===== src/rtl/modexp_ctrl.sv =====
// modexp_ctrl: left-to-right square-and-multiply sequencer for base^exp mod modulus,
// issuing each modular product to an external multiplier over a req/ack handshake.
module modexp_ctrl #(
    parameter int W  = 64,
    parameter int EW = 64
) (
    input  logic          clk_i,
    input  logic          rst_ni,
    input  logic          start_i,
    input  logic [W-1:0]  base_i,
    input  logic [EW-1:0] exp_i,
    input  logic [W-1:0]  modulus_i,
    output logic          busy_o,
    output logic          done_o,
    output logic [W-1:0]  result_o,
    output logic          mm_req_o,
    output logic [W-1:0]  mm_a_o,
    output logic [W-1:0]  mm_b_o,
    output logic [W-1:0]  mm_n_o,
    input  logic          mm_ack_i,
    input  logic [W-1:0]  mm_p_i
);
    localparam int CW = $clog2(EW + 1);

    typedef enum logic [2:0] {IDLE, SCAN, SQR, MUL, FIN} state_e;

    state_e        state_q, state_d;
    logic [W-1:0]  acc_q, acc_d, base_q, base_d, mod_q, mod_d;
    logic [EW-1:0] exp_q, exp_d;
    logic [CW-1:0] cnt_q, cnt_d;
    logic          busy_q, busy_d, done_q, done_d, req_q, req_d;
    logic [W-1:0]  result_q, result_d, a_q, a_d, b_q, b_d;
    logic          ack;

    assign ack = mm_ack_i & req_q;

    always_ff @(posedge clk_i or negedge rst_ni) begin
        if (!rst_ni) begin
            state_q  <= IDLE;
            acc_q    <= '0;
            base_q   <= '0;
            mod_q    <= '0;
            exp_q    <= '0;
            cnt_q    <= '0;
            busy_q   <= 1'b0;
            done_q   <= 1'b0;
            req_q    <= 1'b0;
            result_q <= '0;
            a_q      <= '0;
            b_q      <= '0;
        end else begin
            state_q  <= state_d;
            acc_q    <= acc_d;
            base_q   <= base_d;
            mod_q    <= mod_d;
            exp_q    <= exp_d;
            cnt_q    <= cnt_d;
            busy_q   <= busy_d;
            done_q   <= done_d;
            req_q    <= req_d;
            result_q <= result_d;
            a_q      <= a_d;
            b_q      <= b_d;
        end
    end

    // The first product is always 1*base, so an unreduced base never leaks into the result.
    always_comb begin
        state_d = state_q;
        acc_d   = acc_q;
        base_d  = base_q;
        mod_d   = mod_q;
        exp_d   = exp_q;
        cnt_d   = cnt_q;
        case (state_q)
            IDLE: if (start_i) begin
                base_d  = base_i;
                exp_d   = exp_i;
                mod_d   = modulus_i;
                cnt_d   = CW'(EW);
                acc_d   = modulus_i > W'(1) ? W'(1) : '0;
                state_d = modulus_i > W'(1) ? SCAN : FIN;
            end
            SCAN: begin
                if (exp_q == '0) state_d = FIN;
                else if (exp_q[EW-1]) state_d = MUL;
                else begin
                    exp_d = exp_q << 1;
                    cnt_d = cnt_q - CW'(1);
                end
            end
            MUL: if (ack) begin
                acc_d   = mm_p_i;
                exp_d   = exp_q << 1;
                cnt_d   = cnt_q - CW'(1);
                state_d = cnt_q == CW'(1) ? FIN : SQR;
            end
            SQR: if (ack) begin
                acc_d = mm_p_i;
                if (exp_q[EW-1]) state_d = MUL;
                else begin
                    exp_d   = exp_q << 1;
                    cnt_d   = cnt_q - CW'(1);
                    state_d = cnt_q == CW'(1) ? FIN : SQR;
                end
            end
            FIN:     state_d = IDLE;
            default: state_d = IDLE;
        endcase
    end

    always_comb begin
        busy_d   = state_d != IDLE;
        done_d   = state_d == FIN;
        req_d    = state_d == SQR || state_d == MUL;
        a_d      = acc_d;
        b_d      = state_d == MUL ? base_d : acc_d;
        result_d = done_d ? acc_d : result_q;
    end

    assign busy_o   = busy_q;
    assign done_o   = done_q;
    assign result_o = result_q;
    assign mm_req_o = req_q;
    assign mm_a_o   = a_q;
    assign mm_b_o   = b_q;
    assign mm_n_o   = mod_q;
endmodule


===== config.mk =====
export PLATFORM = sky130hd
export DESIGN_NAME = modexp_ctrl
export DESIGN_NICKNAME = d
export VERILOG_FILES = /design/src/rtl/modexp_ctrl.sv
export SDC_FILE = /design/constraint.sdc
export NUM_CORES = 1
export LEC_CHECK = 0
export CAP_MARGIN = 20
export CORE_AREA = 4 4 202 204
export CTS_BUF_LIST = sky130_fd_sc_hd__clkbuf_4
export DETAILED_ROUTE_END_ITERATION = 10
export DIE_AREA = 0 0 206 208
export GPL_TIMING_DRIVEN = 0
export PLACE_DENSITY = 0.71
export SLEW_MARGIN = 30
export SYNTH_ARGS = -nofsm -noshare
export SYNTH_HDL_FRONTEND = slang
export SYNTH_SLANG_ARGS = --single-unit

===== constraint.sdc =====
create_clock -name clk_i -period 3.66 [get_ports clk_i]
set_clock_uncertainty 0.15 [all_clocks]
set_input_delay 0.732 -clock clk_i [delete_from_list [all_inputs] [get_ports clk_i]]
set_output_delay 0.732 -clock clk_i [all_outputs]
set_load 0.005 [all_outputs]

==> metrics.md, run 1 <==
| Metric | Value |
|---|---|
| Status | complete, no violations |
| Final wirelength | 54120 microns |
| Setup WS pre-CTS | -634.2 ps |
| Hold path cells | 2 |
| DR WL/cell | 21.39 microns |
| CTS H-tree lvls | 3 |
| Core area | 39280 sq um |
| R2r worst-path depth | 7 |
| Setup ws final | roughly 420 ps |
| Syn_area_per_cell | 11.97 sq um |
| First-pass GRT wire length | roughly 80000 microns |
| Drt drc | 0 |
| Main area contributors after synthesis | dfrtp_1 (64%), nand2_1 (9.4%), mux2_2 (6.5%) |
| Detailed-route via count | about 13000 |
| CTS clk-pin slew, worst paths | ~70 ps |
| Syn Nets | 1564 |
| Clock buffer depth | 3 |
| CP top delay family | buffers and inverters |
| Fin. Hold Viols | 0 |
| Fraction of layout cells with a size suffix above 1 | 0.1406 |
| CTS tree | yes |
| Worst-Margin Slew | 841.8 ps |
| Syn. warnings | 0 |
| Gr ovfl total | 0 |
| Lkg Pwr | 0.01062 uW |
| R2R Path End | mm_b_o[48] |
| Num ports | roughly 520 |
| Library cells used by synthesis | 48 |
| Die height | around 210 microns |
| Gpl congestion | ~0.85 |
| Top_reg_cell synth | dfrtp_1 |
| Async SR Flop Fraction | 1.000 |
| WP depth | 7 |
| Clk sinks | 397 |
| FF-to-FF setup slack | roughly 420 ps |
| Width of the die | slightly above 200 microns |
| Critical path arrival | 3780 ps |
| #FFs+latches synth | about 400 |
| Die ar. | ~43000 sq um |
| Vias in the first global route | between 10000 and 15000 |
| Vias per cell | 5.089 |
| Crit-path slowest cell | nor2_1 |
| Pwr/cell area | 805.5 nW/um^2 |
| Pin count of the biggest net entering global routing | 88 |
| CP Buf/Inv Count | 3 |
| Setup repair after global routing missed its margin | no |
| Max stage delay on crit path | between 500 and 600 ps |
| Fillers | 3348 |
| Post-DP HPWL | around 40000 microns |
| Max frequency | 0.3090 GHz |
| Top cell type's share of synthesized area | 0.6374 |
| Skew-Pair Late Insertion Delay | 790 ps |
| Final net count | around 2200 |
| Critical path launch point type | flop |
| Final Max Tran Viols | 0 |
| Post-synth EDFFs | 0 |
| DR iter-0 viols | ~770 |
| I/O Buffers | 518 |
| Part of the cycle the worst path needs | 0.8841 |
| Max cap viols | 0 |
| Area grow syn2layout | 46.62% |
| Final Non-Filler Cells | roughly 2500 |
| Crit path cell chain | and4b_1, clkbuf_1, nor2_1, clkbuf_2, buf_1, a22o_1, mux2_2 |
| Drt pass-1 iters | 5 |
| CP Capture Type | flop |
| Sequential-to-total area share from yosys stat | 0.6374 |
| Placed cells | 2349 |
| Final min period | between 3000 and 4000 ps |
| Critical path class | reg -> reg |
| Detail Route Antenna Nets | 0 |
| Root buffer cell | clkbuf_4 |
| Initial antenna violation count | 7 |
| Launching point of the worst reg2reg path | state_q[1] |
| Required @ worst endpoint | 4210 ps |
| Netlist Area Pre-Place | ~16000 sq um |
| Initial Utilization | 0.3968 |
| TritonCTS buffer count | slightly above 100 |
| Cell count after synthesis | about 1300 |
| Setup TNS | 0 ps |
| IR drop worst, VDD | 0.0005226 V |
| Row Count | 73 |
| Hold path startpoint | base_q[2] |
| Final Util | 0.5818 |
| Slew margin rel. | 0.4342 |
| Post-synth top area cell | dfrtp_1 |
| Hold EP | base_q[2] |
| Final setup fails | 0 |
| GR Util All Layers | 0.2471 |
| Critical path fanouts, max | 10 |
| Hold WC Path Type | reg -> reg |
## how the worst max path moves through the flow
stage                              from           end
after floorplan           modulus_i[47]  result_o[13]
after global placement           rst_ni  result_o[48]
after detailed placement       mm_ack_i    mm_b_o[28]
after CTS                    state_q[1]     exp_q[63]
after global routing         state_q[1]     exp_q[63]
final                        state_q[1]    mm_b_o[48]
## flip-flops by register name, summed over array words and instances (netlist names)
signal	flops
base_q	64
exp_q	64
mm_a_o	64
mm_b_o	64
mm_n_o	64
result_o	64
cnt_q	7
state_q	3
busy_o	1
done_o	1
mm_req_o	1
## area by class of cell
class                           count  area (sq um)  share of cell area
Clock buffer                      147          1104             0.04829
Tap cell                          525         656.9             0.02875
Sequential cell                   397          9935              0.4347
Timing Repair Buffer              523          5310              0.2324
Inverter                            4         15.01           0.0006570
Multi-Input combinational cell    821          5276              0.2309
Antenna cell                        7         17.52           0.0007665
Buffer                             80         365.4             0.01599
Clock inverter                     26         172.7            0.007556
## cells in the final DEF (no fill, tap or decap), types with 33 or more instances in the layout
cell and instances:
clkbuf_1 51, clkdlybuf4s50_1 517, dfrtp_1 397, mux2_1 40, nor4_1 33, a22o_1 64
nand2_1 391, clkbuf_4 147, a221o_1 62, mux2_2 90, and2_1 64
## stage by stage
stage                     cell area, sq um  total power [uW]  hold WS (ps)
after global placement               21430             14530         300.8
after global routing                 22850             19610         275.3
after detailed placement             21550             14680         305.0
after CTS                            22830             18600         231.7
final                                22850             18410         320.9
after floorplan                      15590             10320         286.4
## tightest hold or removal path, delay by kind of cell, from the launching register on
| kind | cells | cell delay (ps) |
|---|---|---|
| DFF | 1 | 320 |
| and+or+nand+nor | 2 | 120 |
## synth_stat cells (5+ instances only)
cell type / count
dfrtp_1: 397
nand2_1: 391
mux2_2: 90
a22o_1: 64
and2_1: 64
a221o_1: 62
clkbuf_1: 52
mux2_1: 40
nor4_1: 33
buf_2: 15
nand4_1: 9
nor2_1: 8
buf_1: 7
buf_6: 6
nor3_1: 6
o21ai_0: 5
## power by group
group | internal, uW | switching (uW)
combinational | 4130 | 3360
sequential | 6200 | 919
clock | 1980 | 1820
## timing repair
| action | CTS | global route |
|---|---|---|
| hold buffers | 1 | 0 |
| endpoints found under the hold margin | 65 | 0 |
| setup buffers | 0 | 0 |
| gates resized for setup | 0 | 3 |
| setup endpoints to repair | 0 | 4 |
## routing by layer
layer	global-route usage	up-vias	wire (microns)
li1	-	5859	-
met1	0.2907	6336	20690
met2	0.4061	555	25920
met3	0.08978	122	5454
met4	0.1095	2	2043
met5	0	-	9
## cell families after synthesis
| family | synth area share |
|---|---|
| xor gates and xnor gates | 0.0005620 |
| AOI/OAI and AO/OA | 0.08758 |
| buffers and inverters | 0.02432 |
| muxes | 0.09649 |
| DFF | 0.6374 |
| and+or+nand+nor | 0.1520 |
| adders and majority gates | 0.001605 |
Power figures use the tool's default switching activity.
==> run 2, diff against run 1 <==
--- a/config.mk
+++ b/config.mk
@@ -10,7 +10,6 @@
 export CTS_BUF_LIST = sky130_fd_sc_hd__clkbuf_4
 export DETAILED_ROUTE_END_ITERATION = 10
 export DIE_AREA = 0 0 206 208
-export GPL_TIMING_DRIVEN = 0
 export PLACE_DENSITY = 0.71
 export SLEW_MARGIN = 30
 export SYNTH_ARGS = -nofsm -noshare
==> metrics.md, run 2 (same netlist as run 1, synthesis figures left out) <==
| Metric | Value |
|---|---|
| Width of the die | 206 microns (unchanged) |
| Clock buffer depth | 3 (unchanged) |
| Max cap viols | 0 (unchanged) |
| Crit-path slowest cell | or4_1 |
| Critical path arrival | 3550 ps (-230 ps) |
| Vias per cell | 5.119 (+0.59%) |
| Final min period | 3098 ps (-137.7 ps) |
| Critical path launch point type | flop |
| Most frequent cells in the layout | clkdlybuf4s50_1 (517), dfrtp_1 (397), nand2_1 (391), clkbuf_4 (149), mux2_2 (90) |
| Part of the cycle the worst path needs | 0.8465 (-0.03761) |
| DR iter-0 viols | 866 (+12%) |
| Drt drc | 0 (unchanged) |
| Pwr/cell area | 804.7 nW/um^2 (about the same) |
| Initial Utilization | 0.3968 (unchanged) |
| Multi-input gate area | 5315 sq um (+0.74%) |
| Area grow syn2layout | 47.24% |
| Final net count | 2154 (-1.7%) |
| CTS clk-pin slew, worst paths | 70 ps (about the same) |
| R2r worst-path depth | 6 (-1) |
| TritonCTS buffer count | 102 (-0.97%) |
| Gpl congestion | 0.8794 (+3.4%) |
| Hold WC Path Type | reg -> reg |
| Post-DP HPWL | 37330 microns (-7.5%) |
| Status | complete, no violations |
| Max frequency | 0.3228 GHz (+4.4%) |
| CTS tree | yes |
| Required @ worst endpoint | 4110 ps (-100 ps) |
| CTS H-tree lvls | 3 (unchanged) |
| Register cell area after layout | 9935 sq um (unchanged) |
| Fraction of layout cells with a size suffix above 1 | 0.1552 (+0.01454) |
| Hold Buf Count CTS | 1 (unchanged) |
| Setup repair after global routing missed its margin | no |
| Slew margin rel. | 0.4310 (-0.003124) |
| DR WL/cell | 21.05 microns (-1.6%) |
| Die height | 208 microns (unchanged) |
| Num ports | 519 (unchanged) |
| Max stage delay on crit path | 600 ps (+50 ps) |
| GR Util All Layers | 0.2385 (-0.008592) |
| Commonest non-fill, non-tap cell in the layout | clkdlybuf4s50_1 |
| Clk sinks | 397 (unchanged) |
| Worst-Margin Slew | 853.5 ps (+11.69 ps) |
| Die ar. | 42850 sq um (unchanged) |
| Drt pass-1 iters | 7 (+2) |
| Detail Route Antenna Nets | 0 (unchanged) |
| First-pass GRT wire length | 79520 microns (-2.3%) |
| Post-CTS Repair Setup Buffers | 0 (unchanged) |
| Gr ovfl total | 0 (unchanged) |
| Critical path class | reg -> reg |
| Final Max Tran Viols | 0 (unchanged) |
| Initial antenna violation count | 3 (-4) |
| Final wirelength | 52360 microns (-3.2%) |
| I/O Buffers | 518 (unchanged) |
| Setup WS pre-CTS | -92.19 ps (+542.0 ps) |
| Power Total | 18470 uW (+0.34%) |
| Crit path cell chain | nor4_1, nand4_1, or4_1, o221ai_4, buf_4, mux2_2 |
| Detailed-route via count | 12730 (-1.1%) |
| CP Capture Type | flop |
| Fin. Hold Viols | 0 (unchanged) |
| Lkg Pwr | 0.01072 uW (+0.86%) |
| IR drop worst, VDD | 0.0004776 V (-8.6%) |
| Critical path fanouts, max | 17 (+7) |
| Pin count of the biggest net entering global routing | 195 (+120%) |
| Skew-Pair Late Insertion Delay | 770 ps (-20 ps) |
| Final setup fails | 0 (unchanged) |
| Post-CTS resize count | 0 (unchanged) |
| Row Count | 73 (unchanged) |
| Setup ws final | 561.8 ps (+137.7 ps) |
| Core area | 39280 sq um (unchanged) |
| Vias in the first global route | 13425 (-4.1%) |
| Root buffer cell | clkbuf_4 |
| Fillers | 3320 (-0.84%) |
| Hold path cells | 2 (unchanged) |
[run 2: cell types whose count changed in the layout (fill, tap and decap cells not counted), moves of 2 or more]
cell        previous run  this run
clkinvlp_4             3         1
buf_6                  6         0
clkbuf_1              51         0
buf_12                 0        14
buf_2                 15         0
clkbuf_4             147       149
buf_16                 4         1
buf_1                  7         0
clkinv_1              18        16
diode_2                7         3
buf_4                  0        32
[run 2: final timing paths]
path | startpoint | end | slack (ps)
setup / recovery | exp_q[38] | result_o[52] | 560
hold / removal | base_q[11] | base_q[11] | 320
setup reg to reg | exp_q[38] | result_o[52] | 560
hold reg to reg | base_q[11] | base_q[11] | 320
max in group asynchronous | rst_ni | mm_n_o[40] | 1900
min in group asynchronous | rst_ni | mm_b_o[13] | 450
[run 2: worst max-delay path, delay by kind of cell (launching register included)]
kind                   cells  cell delay, ps
AO/OA/AOI/OAI              1             230
multiplexers               1             370
AND/OR/NAND/NOR            3            1450
buffers and inverters      1             320
flip-flops                 1             400
[run 2: layout make-up]
class	instances	share of cell area
inverter	4	0.0006542
clock buffer	149	0.04874
timing repair buffer	566	0.2505
antenna	3	0.0003271
multi-input combinational	821	0.2316
clock inverter	22	0.006706
tap	525	0.02862
sequential	397	0.4329
[run 2: where the power goes]
part | switching, uW | internal [uW] | total [uW] | leakage, uW
registers | 972 | 6200 | 7180 | 0.00504
clock network | 1770 | 1990 | 3760 | 0.000752
logic | 3310 | 4220 | 7530 | 0.00492
[run 2: through the flow]
step | area (sq um) | setup TNS (ps) | util | instances | hold WS [ps]
2_1_floorplan | 15590 | 0 | - | 1302 | 286.4
5_1_grt | 22950 | 0 | 0.5843 | 2487 | 269.8
4_1_cts | 22910 | 0 | 0.5834 | 2483 | 231.1
3_5_place_dp | 21630 | -3361 | 0.5508 | 2311 | 304.9
3_3_place_gp | 21630 | -1316 | 0.5508 | 2311 | 299.7
6_report | 22950 | 0 | 0.5843 | 2487 | 319.3
[run 2: metal layers]
layer,track usage,up-vias,routed length [microns]
met5,0,-,0
met4,0.09913,0,1823
met3,0.07357,102,4597
met2,0.3864,547,25130
met1,0.2972,6305,20800
li1,-,5776,-
==> run 3, diff against run 2 <==
--- a/config.mk
+++ b/config.mk
@@ -10,7 +10,7 @@
 export CTS_BUF_LIST = sky130_fd_sc_hd__clkbuf_4
 export DETAILED_ROUTE_END_ITERATION = 10
 export DIE_AREA = 0 0 206 208
-export PLACE_DENSITY = 0.71
+export PLACE_DENSITY = 0.74
 export SLEW_MARGIN = 30
 export SYNTH_ARGS = -nofsm -noshare
 export SYNTH_HDL_FRONTEND = slang
==> constraint.sdc (replaced) <==
create_clock -name clk_i -period 2.61 [get_ports clk_i]
set_clock_uncertainty 0.15 [all_clocks]
set_input_delay 0.522 -clock clk_i [delete_from_list [all_inputs] [get_ports clk_i]]
set_output_delay 0.522 -clock clk_i [all_outputs]
set_load 0.005 [all_outputs]
==> metrics.md, run 3 (same netlist as run 1, synthesis figures left out) <==
| Metric | Value |
|---|---|
| Clock buffer depth | 3 (unchanged) |
| Pint | 18650 uW (+50%) |
| Clk sinks | 397 (unchanged) |
| Clock network fraction of design power | 0.194 (-0.010) |
| Gpl congestion | 0.8539 (-2.9%) |
| Crit path cell chain | nor4_2, buf_4, nand4_1, or4_4, o221ai_4, buf_12, buf_12, mux2_1 |
| Critical path fanouts, max | 12 (-5) |
| Core area | 39280 sq um (unchanged) |
| GR Util All Layers | 0.2441 (+0.005597) |
| Most frequent cells in the layout | clkdlybuf4s50_1 (516), dfrtp_1 (397), nand2_1 (390), clkbuf_4 (158), buf_4 (119) |
| Hold WS | 95.52 ps (-223.7 ps) |
| Fraction of layout cells with a size suffix above 1 | 0.2264 (+0.07122) |
| Row Count | 73 (unchanged) |
| Pwr/cell area | 1136 nW/um^2 (+41%) |
| Detail Route Antenna Nets | 0 (unchanged) |
| Final min period | 2767 ps (-331.0 ps) |
| Lkg Pwr | 0.01146 uW (+7.0%) |
| Critical path class | reg -> reg |
| Net Switching | 9036 uW (+49%) |
| Commonest non-fill, non-tap cell in the layout | clkdlybuf4s50_1 |
| Part of the cycle the worst path needs | 1.060 (+0.2137) |
| Fin. Hold Viols | 0 (unchanged) |
| Max stage delay on crit path | 510 ps (-90 ps) |
| Drt pass-1 iters | 7 (unchanged) |
| Setup WS pre-CTS | -870.3 ps (-778.1 ps) |
| Max frequency | 0.3614 GHz (+12%) |
| Most used cell, CP | buf_12 |
| IR drop worst, VDD | 0.0006408 V (+34%) |
| Worst-Margin Slew | 740.3 ps (-113.1 ps) |
| CTS clk-pin slew, worst paths | 70 ps (about the same) |
| Placed cells | 2410 (+4.3%) |
| Final Non-Filler Cells | 2604 (+4.7%) |
| Gr ovfl total | 0 (unchanged) |
| Post-DP HPWL | 38230 microns (+2.4%) |
| Width of the die | 206 microns (unchanged) |
| DR WL/cell | 21.01 microns (-0.19%) |
| CP Capture Type | flop |
| CTS tree | yes |
| Status | finished with violations |
| Initial antenna violation count | 3 (unchanged) |
| Pin count of the biggest net entering global routing | 79 (-59%) |
| CTS H-tree lvls | 3 (unchanged) |
| Max cap viols | 0 (unchanged) |
| Die ar. | 42850 sq um (unchanged) |
| Power Total | 27690 uW (+50%) |
| Die height | 208 microns (unchanged) |
| Area grow syn2layout | 56.43% |
| DR iter-0 viols | 843 (-2.7%) |
| Initial Utilization | 0.3968 (unchanged) |
| Skew-Pair Late Insertion Delay | 780 ps (about the same) |
| Setup repair after global routing missed its margin | yes |
| I/O Buffers | 518 (unchanged) |
| Final setup fails | 106 (+106) |
| Final net count | 2269 (+5.3%) |
| Num ports | 519 (unchanged) |
| Critical path launch point type | flop |
| Setup ws final | -157.2 ps (-719.0 ps) |
| Critical path arrival | 3260 ps (-290 ps) |
| Slew margin rel. | 0.5054 (+0.07441) |
| Comb pwr share | 0.445 (+0.037) |
| Vias per cell | 5.059 (-1.2%) |
| TritonCTS buffer count | 104 (+2.0%) |
| Crit-path slowest cell | or4_4 |
| Sw Ratio | 0.3264 (-0.001193) |
| First-pass GRT wire length | 81460 microns (+2.4%) |
| Hold WC Path Type | in -> async |
| Root buffer cell | clkbuf_4 |
| Drt drc | 0 (unchanged) |
| Vias in the first global route | 14275 (+6.3%) |
| Final wirelength | 54720 microns (+4.5%) |
| Detailed-route via count | 13174 (+3.5%) |
| Final Max Tran Viols | 0 (unchanged) |
| Seq pwr share | 0.361 (-0.028) |
| Required @ worst endpoint | 3100 ps (-1010 ps) |
| Failing checks | setup timing |
## run 3: final timing paths
path / start / end / slack, ps / cells after the start
setup / recovery: exp_q[31] / result_o[18] / -160 / 8
hold / removal: rst_ni / result_o[32] / 100 / 2
setup reg to reg: exp_q[31] / result_o[18] / -160 / 8
hold reg to reg: base_q[52] / base_q[52] / 320 / 2
max in group asynchronous: rst_ni / exp_q[32] / 1450 / 3
min in group clk_i: base_i[1] / base_q[1] / 120 / 3
## run 3: layout make-up
cell class              instances  area (sq um)
well taps                     525         656.9
fillers                      3058         14890
multi-input cells             822          5620
flip-flops and latches        397          9935
diodes                          3         7.507
clock inverters                17         100.1
inverters                       4         15.01
repair buffers                678          6860
clock buffers                 158          1186
## run 3: metrics by stage
stage,setup TNS [ps],area [sq um],util
floorplan,0,15590,-
CTS,-5862,24110,0.6138
global route,-15750,24380,0.6208
finish,-9196,24380,0.6208
detailed placement,-63890,22580,0.5748
global placement,-61870,22580,0.5748
## run 3: critical path, delay by kind of cell (launching register included)
family	cells	cell delay [ps]
compound gates	1	180
simple gates	3	1030
buf+inv	3	540
flops	1	410
mux	1	330
## run 3: metal layers
| metal | global-route usage | wire (microns) |
|---|---|---|
| met1 | 0.2865 | 20960 |
| met2 | 0.4075 | 26450 |
| met3 | 0.07824 | 5029 |
| met4 | 0.1122 | 2271 |
| met5 | 0 | 0 |
## run 3: what timing repair did
item	4_1_cts	5_1_grt
resized for setup	48	30
endpoints found under the hold margin	397	0
cloned	1	8
hold buffers	1	0
setup endpoints to repair	131	127
pin swaps	2	7
buffers inserted	4	2
## run 3: power groups by stage
stage / combinational (uW) / clock [uW] / sequential (uW)
after floorplan: 4500 / 0 / 9960
after global placement: 11400 / 0 / 9940
after detailed placement: 11600 / 0 / 10000
after CTS: 12000 / 5530 / 9960
after global routing: 13200 / 5870 / 10300
final: 12300 / 5360 / 9990
